$ cat src/rtl/reg_fifo_arb.sv
// Round-robin burst arbiter feeding a single register FIFO write port.
// The owner bursts until reqLast, MAXBURST beats, or it drops req; fifoFull stalls the burst.
module reg_fifo_arb #(
  parameter int unsigned NREQ     = 4,
  parameter int unsigned DW       = 16,
  parameter int unsigned MAXBURST = 4
) (
  input  logic               clockCore,
  input  logic               resetCore,
  input  logic [NREQ-1:0]    req,
  input  logic [NREQ*DW-1:0] reqData,
  input  logic [NREQ-1:0]    reqLast,
  output logic [NREQ-1:0]    ack,
  output logic               fifoPush,
  output logic [DW-1:0]      fifoDataIn,
  input  logic               fifoFull,
  output logic [2:0]         owner,
  output logic               busy,
  output logic               pushErr
);

  localparam int unsigned CW = $clog2(MAXBURST) + 1;

  typedef enum logic {IDLE, BURST} state_t;

  state_t          state;
  logic [2:0]      ptr;
  logic [CW-1:0]   beat_cnt;
  logic [2:0]      winner;
  logic [2:0]      idx;
  logic            any_req;
  logic [7:0]      req_ext;
  logic [7:0]      last_ext;
  logic [7:0]      ack_ext;
  logic [DW-1:0]   data_arr [8];
  logic            owner_req;
  logic            owner_last;
  logic            burst_end;

  // Widen per-requester vectors to the 3-bit owner index space
  always_comb begin
    req_ext  = 8'(req);
    last_ext = 8'(reqLast);
    for (int unsigned i = 0; i < 8; i++) begin
      data_arr[i] = '0;
    end
    for (int unsigned i = 0; i < NREQ; i++) begin
      data_arr[i] = reqData[i*DW +: DW];
    end
  end

  // Round-robin search starting at ptr+1; descending loop so the nearest hit wins
  always_comb begin
    winner  = '0;
    idx     = '0;
    any_req = |req;
    for (int unsigned i = NREQ; i >= 1; i--) begin
      idx = 3'((32'(ptr) + i) % NREQ);
      if (req_ext[idx]) begin
        winner = idx;
      end
    end
  end

  assign owner_req  = req_ext[owner];
  assign owner_last = last_ext[owner];
  assign fifoPush   = (state == BURST) && owner_req && !fifoFull && !resetCore;
  assign fifoDataIn = data_arr[owner];
  assign busy       = (state == BURST);
  assign burst_end  = !owner_req ||
                      (fifoPush && (owner_last || beat_cnt == CW'(MAXBURST - 1)));

  always_comb begin
    ack_ext        = '0;
    ack_ext[owner] = fifoPush;
    ack            = ack_ext[NREQ-1:0];
  end

  always_ff @(posedge clockCore) begin
    if (resetCore) begin
      state    <= IDLE;
      owner    <= '0;
      ptr      <= 3'(NREQ - 1);
      beat_cnt <= '0;
      pushErr  <= 1'b0;
    end else begin
      if (fifoPush && fifoFull) begin
        pushErr <= 1'b1;
      end
      case (state)
        IDLE: begin
          if (any_req && !fifoFull) begin
            owner    <= winner;
            beat_cnt <= '0;
            state    <= BURST;
          end
        end
        BURST: begin
          // Previous owner becomes lowest priority for the next arbitration
          if (burst_end) begin
            state <= IDLE;
            ptr   <= owner;
          end else if (fifoPush) begin
            beat_cnt <= beat_cnt + CW'(1);
          end
        end
        default: state <= IDLE;
      endcase
    end
  end

endmodule
$ cat config.mk
export PLATFORM = sky130hd
export DESIGN_NAME = reg_fifo_arb
export DESIGN_NICKNAME = d
export VERILOG_FILES = /design/src/rtl/reg_fifo_arb.sv
export SDC_FILE = /design/constraint.sdc
export NUM_CORES = 1
export LEC_CHECK = 0
export BUFFER_PORTS_ARGS = -buffer_cell sky130_fd_sc_hd__buf_2
export CAP_MARGIN = 40
export CORE_MARGIN = 5
export CORE_UTILIZATION = 35
export CTS_CLUSTER_DIAMETER = 40
export DETAILED_ROUTE_END_ITERATION = 16
export PLACE_DENSITY = 0.8
export SLEW_MARGIN = 30
export SYNTH_ARGS = -nofsm -noshare
export SYNTH_HDL_FRONTEND = slang
export SYNTH_SLANG_ARGS = --single-unit
$ cat constraint.sdc
create_clock -name clockCore -period 1.9 [get_ports clockCore]
set_input_delay 0.285 -clock clockCore [delete_from_list [all_inputs] [get_ports clockCore]]
set_output_delay 0.285 -clock clockCore [all_outputs]
set_load 0.01 [all_outputs]
==> key figures <==
Outcome
  • Outcome: finished clean

Finish
  • Reg area: about 190 um2
  • Area Overhead vs Synth: 61.1%
  • Nets@finish: between 200 and 300
  • Multi-input logic area: 746 um2
  • Number of fillers in the final layout: between 200 and 300
  • Layout cell share with drive strength beyond 1: 71.4%
  • Inserted Diodes: 0

Critical path
  • Max FO, Critical Path: 4
  • WP data required: 1.62 ns
  • Critical path depth in cells: 5
  • Worst stage delay on the critical path: 0.53 ns
  • Slowest CP cell: mux4_2
  • Setup crit start kind: flip-flop
  • Setup Crit Path Kind: flip-flop to output port
  • Crit-path cells: mux4_2 -> nand2_2 -> inv_2 -> and3_4 -> buf_6
  • Crit path buf inv count: 2
  • Top Family by Delay on Critical Path: multiplexers
  • Worst EP arrival: roughly 1.6 ns
  • Worst-case reg-to-reg path depth: 6
  • CP endpoint kind: output port

Logic synthesis
  • Yosys synthesis warning count: 0
  • Post-synthesis register bit count: 9
  • Cell Area, Synth: ~1000 um2
  • Syn Inst Count: between 80 and 90
  • Avg Inst Size Synth: roughly 11 um2
  • Mapped Nets: between 150 and 200
  • Asr flop ratio synth: 0%
  • Number of synthesized flops with an enable pin: 0
  • Seq/Total Area, Yosys: 18.4%
  • Yosys cell types: 37
  • Main synth FF type: dfxtp_1

CTS
  • CTS buffer count: 3
  • Clock Sinks: 9
  • CTS tree: yes
  • Clock Tree Root: clkbuf_4
  • Clock insertion delay at the later pin of the skew report: roughly 0.26 ns
  • CTS H-Tree Depth: 1
  • Worst-path clk slew: approximately 0.060 ns
  • Clock Tree Buf Depth: 2
  • Post-CTS Hold Fix Bufs: 0

Power
  • Cell Int Power: 0.000492 W
  • Lkg Pwr: about 0.8 nW
  • Combinational Power Share: roughly half
  • Sw Ratio: approximately 33%
  • Worst vdd rail ir drop: around 0.37 mV
  • Seq pwr share: about 30%
  • Net Switching: 0.000238 W
  • Pwr/cell area: 463 nW/um2
  • Clk pwr share: 20.7%
  • Total power: around 0.00073 W

Die
  • Row count: 19
  • Initial Util: 36.1%
  • I/O pin total: 101
  • Die area: 3950 um2
  • Die W: 62.9 um
  • Die height: between 60 and 70 um
  • Core box area: between 2000 and 3000 um2

Timing
  • Min cycle time layout: 1.87 ns
  • Final hold viol count: 0
  • Hold_ws: approximately 0.33 ns
  • # setup viols final: 0
  • RSZ-0062 raised after global routing: yes
  • Clock Skew: 0.000947 ns
  • Fin crit share: slightly below 100%
  • Final Max Slew Viols: 0
  • Worst-Margin Slew: between 0.5 and 0.6 ns
  • Slew margin rel.: between 60% and 70%
  • Maximum clock rate: ~0.54 GHz

Job
  • Max Cap Viol: 0

Drt
  • Initial DRT Pass Iterations: 4
  • Via/cell ratio: 5.32
  • WL/cell: around 15 um
  • Routed WL: 3310 um
  • Remaining DRCs: 0
  • Via count: 1187
  • Iteration-0 DRC Markers: 33
  • DRT antenna net count: 0

Place
  • GP Congestion: 0.835
  • PortBufs: between 90 and 100
  • HPWL after DPL: between 2000 and 3000 um

Worst hold path
  • Worst hold path depth: 2
  • HP Class: input pin to flip-flop

Global routing
  • Largest net degree at the start of global routing: 17
  • Vias in the first global route: between 1000 and 1500
  • Grt ovf: 0
  • Global-route usage over all layers: 16.1%
  • Initial antenna violation count: 0
  • First-pass GRT wire length: ~5300 um
## synth_stat cells (2+ instances only)
library cell	count	share of area [%]
mux4_2	17	39
dfxtp_1	9	18
mux2i_1	7	7.2
nor2_1	7	2.7
clkbuf_1	4	1.5
inv_1	4	1.5
nand2_1	3	1.2
a21oi_1	2	1.0
buf_2	2	1.0
ha_1	2	2.6
nor2b_1	2	1.3
nor3_1	2	1.0
nor3b_1	2	1.5
o21ai_0	2	1.0
or3_1	2	1.3
## registers in the layout, indices dropped and copies added (netlist names)
register / flops
beat_cnt: 3
owner: 2
ptr: 2
busy: 1
pushErr: 1
## power groups by stage
| stage | sequential, W | combinational [W] | clock [W] |
|---|---|---|---|
| floorplan | 0.000216 | 0.000209 | 0 |
| global placement | 0.000218 | 0.000350 | 0 |
| detailed placement | 0.000219 | 0.000354 | 0 |
| CTS | 0.000215 | 0.000362 | 0.000151 |
| global route | 0.000218 | 0.000395 | 0.000166 |
| finish | 0.000215 | 0.000364 | 0.000151 |
## cells in the final DEF (no fill, tap or decap), types with 2 or more instances in the layout
cell type / netlist / routed
a21oi_1: 2 / 2
buf_2: 2 / 98
buf_4: 1 / 8
clkbuf_4: 0 / 3
dfxtp_1: 9 / 7
ha_1: 2 / 2
inv_1: 4 / 3
inv_2: 1 / 2
mux2i_1: 7 / 7
mux4_2: 17 / 17
nand2_1: 3 / 3
nor2_1: 7 / 7
nor2b_1: 2 / 2
nor3_1: 2 / 2
o21ai_0: 2 / 2
or3_1: 2 / 2
## kinds of logic after synthesis
kind of cell / Yosys count / synth area share (%)
simple gates: 26 / 14.3
compound gates: 13 / 10.1
buf+inv: 13 / 6.39
other cells: 1 / 0.383
flops: 9 / 18.4
fa+ha+maj: 2 / 2.56
mux: 25 / 47.8
## metal layers
metal / part of all wire, % / global-route usage (%)
met1: 33 / 15.3
met2: 55 / 30.6
met3: 12 / 6.47
met4: 0.60 / 4.77
met5: 0 / 0
## layout make-up
type                    instances  area share [%]
well taps                      31            2.46
inverters                       5            1.19
clock buffers                   4            1.67
repair buffers                107            35.6
multi-input cells              67            47.3
flip-flops and latches          9            11.7
## timing repair
item / CTS / global route
endpoints found under the setup margin: 6 / 17
gates resized for setup: 1 / 6
setup buffers: 3 / 1
## stage by stage
stage / util (%) / instances / setup TNS [ns] / worst slack [ns] / instance area [um2]
global route: 58.2 / 223 / -0.175 / -0.0378 / 1580
detailed placement: 55.3 / 215 / 0 / 0.207 / 1500
floorplan: - / 89 / 0 / 0.160 / 978
finish: 58.2 / 223 / 0 / 0.0349 / 1580
global placement: 55.3 / 215 / 0 / 0.219 / 1500
CTS: 57.2 / 222 / 0 / 0.0198 / 1550
## worst paths after layout
kind	end	slack (ns)	start
min	owner[1]$_SDFFE_PP0P_	0.33	resetCore
min reg2reg	pushErr$_SDFFE_PP0P_	0.47	pushErr$_SDFFE_PP0P_
max reg2reg	ptr[1]$_SDFFE_PP1P_	0.18	owner[0]$_SDFFE_PP0P_
max	ack[3]	0.03	owner[0]$_SDFFE_PP0P_
(Power assumes the default switching activity.)
